==> src/rtl/mem_arb_ctrl.sv <==
// rtl/mem_arb_ctrl.sv - multi-port byte-serial memory arbiter and transfer controller (optional MEM_ARB_RR_EN: round-robin grant)
module mem_arb_ctrl #(
    parameter int NPORT  = 2,
    parameter int ADDR_W = 32
) (
    input  logic                    clk,
    input  logic                    rst,
    input  logic                    rdy_in,
    input  logic [NPORT-1:0]        req_valid,
    input  logic [NPORT-1:0]        req_wr,
    input  logic [NPORT*ADDR_W-1:0] req_addr,
    input  logic [NPORT*32-1:0]     req_wdata,
    input  logic [NPORT*2-1:0]      req_len,
    output logic [NPORT-1:0]        resp_done,
    output logic [31:0]             resp_rdata,
    output logic                    busy,
    input  logic [7:0]              mem_din,
    output logic [7:0]              mem_dout,
    output logic [ADDR_W-1:0]       mem_a,
    output logic                    mem_wr
);

    typedef enum logic [1:0] {S_IDLE, S_READ, S_WRITE, S_DONE} state_t;

    state_t              state_q, state_d;
    logic                wr_q, wr_d;
    logic [ADDR_W-1:0]   addr_q, addr_d;
    logic [31:0]         wdata_q, wdata_d;
    logic [1:0]          len_q, len_d;
    logic [1:0]          port_q, port_d;
    // index of the byte whose address is on mem_a (0..len, len+1 once all issued)
    logic [2:0]          a_idx_q, a_idx_d;
    // a read was issued last active cycle; mem_din now carries byte pend_idx
    logic                pend_q, pend_d;
    logic [1:0]          pend_idx_q, pend_idx_d;
    // an in-flight read was lost to a stall; re-address byte pend_idx on resume
    logic                redo_q, redo_d;
    logic [31:0]         buf_q, buf_d;
    logic [31:0]         rdata_q, rdata_d;
    logic [ADDR_W-1:0]   mem_a_q, mem_a_d;
    logic [7:0]          mem_dout_q, mem_dout_d;
    logic                mem_wr_q, mem_wr_d;
    logic                busy_q, busy_d;
    logic [NPORT-1:0]    done_q, done_d;

    logic                gnt_any;
    logic [1:0]          gnt_idx;
    logic [2:0]          nxt_idx;

`ifdef MEM_ARB_RR_EN
    // index where the next search starts (one past the last granted port)
    logic [1:0]          ptr_q;

    // round-robin winner search starting at ptr_q
    always_comb begin : arb_rr
        int p;
        gnt_any = 1'b0;
        gnt_idx = 2'd0;
        p       = 0;
        for (int k = 0; k < NPORT; k++) begin
            p = (int'(ptr_q) + k) % NPORT;
            if (!gnt_any && req_valid[p]) begin
                gnt_any = 1'b1;
                gnt_idx = 2'(p);
            end
        end
    end

    // advance the search start past the port that just won
    always_ff @(posedge clk) begin
        if (rst) begin
            ptr_q <= 2'd0;
        end else if (state_q == S_IDLE && rdy_in && gnt_any) begin
            ptr_q <= (int'(gnt_idx) == NPORT - 1) ? 2'd0 : gnt_idx + 2'd1;
        end
    end
`else
    // fixed priority: lowest-index valid port wins
    always_comb begin
        gnt_any = 1'b0;
        gnt_idx = 2'd0;
        for (int k = NPORT - 1; k >= 0; k--) begin
            if (req_valid[k]) begin
                gnt_any = 1'b1;
                gnt_idx = 2'(k);
            end
        end
    end
`endif

    // next-state and registered-output computation for the transfer FSM
    always_comb begin
        state_d    = state_q;
        wr_d       = wr_q;
        addr_d     = addr_q;
        wdata_d    = wdata_q;
        len_d      = len_q;
        port_d     = port_q;
        a_idx_d    = a_idx_q;
        pend_d     = pend_q;
        pend_idx_d = pend_idx_q;
        redo_d     = redo_q;
        buf_d      = buf_q;
        rdata_d    = rdata_q;
        mem_a_d    = mem_a_q;
        mem_dout_d = mem_dout_q;
        mem_wr_d   = mem_wr_q;
        busy_d     = busy_q;
        done_d     = done_q;
        nxt_idx    = a_idx_q + 3'd1;

        case (state_q)
            S_IDLE: begin
                if (rdy_in && gnt_any) begin
                    wr_d       = req_wr[gnt_idx];
                    addr_d     = req_addr[int'(gnt_idx)*ADDR_W +: ADDR_W];
                    wdata_d    = req_wdata[int'(gnt_idx)*32 +: 32];
                    len_d      = req_len[int'(gnt_idx)*2 +: 2];
                    port_d     = gnt_idx;
                    a_idx_d    = 3'd0;
                    pend_d     = 1'b0;
                    redo_d     = 1'b0;
                    buf_d      = 32'd0;
                    busy_d     = 1'b1;
                    mem_a_d    = req_addr[int'(gnt_idx)*ADDR_W +: ADDR_W];
                    if (req_wr[gnt_idx]) begin
                        state_d    = S_WRITE;
                        mem_wr_d   = 1'b1;
                        mem_dout_d = req_wdata[int'(gnt_idx)*32 +: 8];
                    end else begin
                        state_d    = S_READ;
                    end
                end
            end
            S_WRITE: begin
                if (rdy_in) begin
                    if (a_idx_q[1:0] == len_q) begin
                        state_d  = S_DONE;
                        mem_wr_d = 1'b0;
                        done_d   = NPORT'(1) << port_q;
                    end else begin
                        a_idx_d    = nxt_idx;
                        mem_a_d    = mem_a_q + ADDR_W'(1);
                        mem_dout_d = wdata_q[{nxt_idx[1:0], 3'b000} +: 8];
                    end
                end
            end
            S_READ: begin
                if (!rdy_in) begin
                    if (pend_q) begin
                        pend_d = 1'b0;
                        redo_d = 1'b1;
                    end
                end else if (redo_q) begin
                    redo_d  = 1'b0;
                    a_idx_d = {1'b0, pend_idx_q};
                    mem_a_d = addr_q + ADDR_W'(pend_idx_q);
                end else begin
                    if (pend_q) begin
                        buf_d[{pend_idx_q, 3'b000} +: 8] = mem_din;
                    end
                    if (pend_q && pend_idx_q == len_q) begin
                        state_d = S_DONE;
                        pend_d  = 1'b0;
                        rdata_d = buf_d;
                        done_d  = NPORT'(1) << port_q;
                    end else if (a_idx_q <= {1'b0, len_q}) begin
                        pend_d     = 1'b1;
                        pend_idx_d = a_idx_q[1:0];
                        a_idx_d    = nxt_idx;
                        if (a_idx_q[1:0] != len_q) begin
                            mem_a_d = mem_a_q + ADDR_W'(1);
                        end
                    end else begin
                        pend_d = 1'b0;
                    end
                end
            end
            S_DONE: begin
                if (rdy_in) begin
                    state_d = S_IDLE;
                    busy_d  = 1'b0;
                    done_d  = '0;
                end
            end
            default: state_d = S_IDLE;
        endcase
    end

    // state register with synchronous reset that aborts any transfer
    always_ff @(posedge clk) begin
        if (rst) begin
            state_q    <= S_IDLE;
            wr_q       <= 1'b0;
            addr_q     <= '0;
            wdata_q    <= 32'd0;
            len_q      <= 2'd0;
            port_q     <= 2'd0;
            a_idx_q    <= 3'd0;
            pend_q     <= 1'b0;
            pend_idx_q <= 2'd0;
            redo_q     <= 1'b0;
            buf_q      <= 32'd0;
            rdata_q    <= 32'd0;
            mem_a_q    <= '0;
            mem_dout_q <= 8'd0;
            mem_wr_q   <= 1'b0;
            busy_q     <= 1'b0;
            done_q     <= '0;
        end else begin
            state_q    <= state_d;
            wr_q       <= wr_d;
            addr_q     <= addr_d;
            wdata_q    <= wdata_d;
            len_q      <= len_d;
            port_q     <= port_d;
            a_idx_q    <= a_idx_d;
            pend_q     <= pend_d;
            pend_idx_q <= pend_idx_d;
            redo_q     <= redo_d;
            buf_q      <= buf_d;
            rdata_q    <= rdata_d;
            mem_a_q    <= mem_a_d;
            mem_dout_q <= mem_dout_d;
            mem_wr_q   <= mem_wr_d;
            busy_q     <= busy_d;
            done_q     <= done_d;
        end
    end

    // a frozen cycle never writes memory and never signals completion
    assign mem_wr     = mem_wr_q & rdy_in;
    assign resp_done  = done_q & {NPORT{rdy_in}};
    assign mem_a      = mem_a_q;
    assign mem_dout   = mem_dout_q;
    assign resp_rdata = rdata_q;
    assign busy       = busy_q;

endmodule

==> config.mk <==
export PLATFORM = sky130hd
export DESIGN_NAME = mem_arb_ctrl
export DESIGN_NICKNAME = d
export VERILOG_FILES = /design/src/rtl/mem_arb_ctrl.sv
export SDC_FILE = /design/constraint.sdc
export NUM_CORES = 1
export LEC_CHECK = 0
export BUFFER_PORTS_ARGS = -buffer_cell sky130_fd_sc_hd__buf_2
export CAP_MARGIN = 20
export CORE_MARGIN = 5
export CORE_UTILIZATION = 45
export CTS_CLUSTER_SIZE = 12
export DETAILED_ROUTE_END_ITERATION = 8
export HOLD_SLACK_MARGIN = 0.15
export PLACE_DENSITY = 0.68
export REMOVE_ABC_BUFFERS = 1
export SLEW_MARGIN = 20
export SYNTH_ARGS = -nofsm -noshare
export SYNTH_HDL_FRONTEND = slang
export SYNTH_SLANG_ARGS = --single-unit
==> constraint.sdc <==
create_clock -name clk -period 3 [get_ports clk]
set_input_delay 0.6 -clock clk [delete_from_list [all_inputs] [get_ports clk]]
set_output_delay 0.6 -clock clk [all_outputs]
set_load 0.02 [all_outputs]
==> results.md <==
- Outcome: finished, final reports clean
- Reg2Reg Depth: 8
- # DRC: 0
- Syn avg cell area: 8.60 µm²
- Setup WS pre-CTS: 0.374 ns
- Largest net degree at the start of global routing: 114
- CTS Buffer Depth: 2
- Cts-stage hold buffer count: 0
- Register area share after synthesis: 37.1%
- Power per standard cell area: 839 nW/µm²
- Clock transition at path regs: 0.07 ns
- Antenna Cells: 0
- Hold EP: mem_a[12]
- Leading post-synthesis cells by cell area: dfxtp_1, mux2i_1, nor2_1
- Post-Route WL: 28400 µm
- Ys flop type: dfxtp_1
- Global-route wire length before repair: 45200 µm
- Worst-Margin Slew: 0.755 ns
- Footprint of the multi-input gates: 5860 µm²
- Worst min path class: input pin to flop
- Grt ovf: 0
- EDFF count, synth: 0
- Hold_sp: rst
- TritonCTS clock tree: done
- Starting density of the core: 45.7%
- Core Area: 21800 µm²
- Slew Viols, Final: 0
- Post-Syn Instances: 1156
- Skew-Pair Late Insertion Delay: 0.43 ns
- Final period util: 86.2%
- Number of setup buffers added after CTS: 0
- Worst setup path class: flop to flop
- Root buffer selected by CTS: clkbuf_16
- Setup ws final: 0.413 ns
- GRT Overall Usage: 22.1%
- Post-layout instance area: 11900 µm²
- Lkg Pwr: 4.71 nW
- Commonest non-fill, non-tap cell in the layout: buf_2
- Chip height: 159 µm
- Hold Violations, Final: 0
- Share of cells above drive strength 1: 23.5%
- RSZ-0062 raised after global routing: no
- Hold depth: 2
- Cell Area, Placed: 11300 µm²
- DR iter-0 viols: 548
- Max Cap Viol: 0
- Register Area: 3680 µm²
- Final setup violation count: 0
- Fmax: 0.387 GHz
- Fill count: 2027
- Input/output buffers: 222
- Worst r2r src: pend_idx_q[0]
- WP data arrival: 2.88 ns
- Crit path required time: 3.29 ns
- Site Rows: 54
- H-tree depth: 4
- Yosys reg bits: 184
- Ys Warns: 0
- CP Capture Type: flop
- Wirelength per Cell: 17.4 µm
- Worst slew margin: 49.7%
- Final HPWL DP: 19700 µm
- # clock sinks: 184
- Area Overhead vs Synth: 20.1%
- Vias: 9298
- Number of global-route vias before repair: 8845
- Mapped cell area: 9940 µm²
- Commonest cells after routing, fill and taps aside: buf_2, nor2_1, dfxtp_1, mux2i_1, nand2_1
- Total CTS buffers: 17
- Post_cts resized: 0
- Clock Skew: 0.00994 ns
- Post-route antenna net violation count: 0
- Startpoint Class: flop
- Reg-to-reg endpoint: mem_a[30]
- Die ar.: 25200 µm²
- Crit path time final: 2.59 ns
- Largest area contributor in the netlist: dfxtp_1
- Async set-or-reset flop fraction in the synthesized netlist: 0%
- Post-synth cell types: 65
- Yosys top cell area share: 37.1%
- Nets: 1503
- Peak VDD IR: 492 µV
- Worst Path Max Fanout: 7
- DR vias/cell: 5.70
- Worst R2R Setup Slack: 0.41 ns
- Drt first pass iters: 5
- Gpl congestion: 0.882
- Antenna violations before repair: 0
- Top-level I/O count: 223
- Chip width: 159 µm
- Fin util: 54.9%
[worst max-delay path by stage]
stage	startpoint	to	slack, ns	depth (start not counted)
global route	pend_idx_q[0]	mem_a[30]	0.21	8
detailed placement	rdy_in	mem_a[29]	0.37	9
floorplan	req_valid[0]	mem_dout[0]	-3.19	6
finish	pend_idx_q[0]	mem_a[30]	0.41	8
CTS	pend_idx_q[0]	mem_a[28]	0.45	8
global placement	req_valid[0]	mem_a[14]	0.41	8
[worst max-delay path, cell delays in order (launching register included)]
cell	delay, ns
dfxtp_1	0.54
ha_1	0.26
fa_1	0.31
nand3_1	0.17
nor2_1	0.48
nand3_1	0.19
o21a_1	0.20
o21ai_0	0.19
a311oi_1	0.11
[final cells by class]
type / instances / area share [%]
well taps: 280 / 2.94
flip-flops and latches: 184 / 30.9
multi-input cells: 868 / 49.1
inverters: 17 / 0.535
clock buffers: 20 / 3.83
repair buffers: 250 / 11.5
clock inverters: 11 / 1.23
[per-layer routing]
layer	routed length [µm]	part of all wire, %	track usage (%)	vias up
met3	1870	6.6	4.00	42
li1	-	-	-	4608
met4	554	1.9	6.66	0
met5	0	0	0	-
met2	14000	49	37.9	328
met1	12000	42	28.3	4320
[cell usage after synthesis (all sizes together), types with 8 or more instances]
master  count
a211oi     72
and4        8
a221oi      9
nor2      195
a21oi      36
mux2i      99
nand3      33
ha         17
nor4       10
buf        30
nand2      76
and2       13
o221ai     11
and3        9
inv        17
mux4        8
dfxtp     184
a22oi      39
o21ai      27
o211ai      9
nor3       22
xor2       24
xnor2      25
clkbuf     57
a22o       23
nand4      29
[stage by stage]
stage | power [mW] | hold WS [ns] | std cells | setup TNS, ns
final | 10.0 | 0.414 | 1630 | 0
after global routing | 10.6 | 0.426 | 1630 | 0
after floorplan | 6.23 | 0.421 | 1069 | -311.78
after global placement | 7.62 | 0.464 | 1599 | 0
after CTS | 10.0 | 0.409 | 1630 | 0
after detailed placement | 7.70 | 0.453 | 1599 | 0
[sequential cells by signal, summed over array words and instances (netlist names), 2 cells and up]
signal and cells:
a_idx_q 3, buf_q 32, state_q 2, mem_dout 8, addr_q 32, mem_a 32
len_q 2, resp_rdata 32, wdata_q 32, pend_idx_q 2, done_q 2
[cell families (layout without fill, tap and decap cells)]
logic type / after synthesis / after routing / share of synthesized area [%]
buffers and inverters: 104 / 298 / 4.29
adders and majority gates: 18 / 18 / 2.34
AOI/OAI and AO/OA: 265 / 265 / 19.4
xor gates and xnor gates: 49 / 49 / 4.32
DFF: 184 / 184 / 37.1
muxes: 114 / 114 / 12.6
and+or+nand+nor: 422 / 422 / 20.0
[power by group]
| part | leakage (nW) | total (mW) | internal, mW | switching, mW |
|---|---|---|---|---|
| logic | 2.91 | 4.21 | 1.55 | 2.66 |
| clock network | 0.292 | 2.33 | 1.35 | 0.982 |
| registers | 1.50 | 3.47 | 2.92 | 0.558 |
| total | 4.71 | 10.0 | 5.82 | 4.20 |
Note: power is estimated with default switching activity, not from simulation.
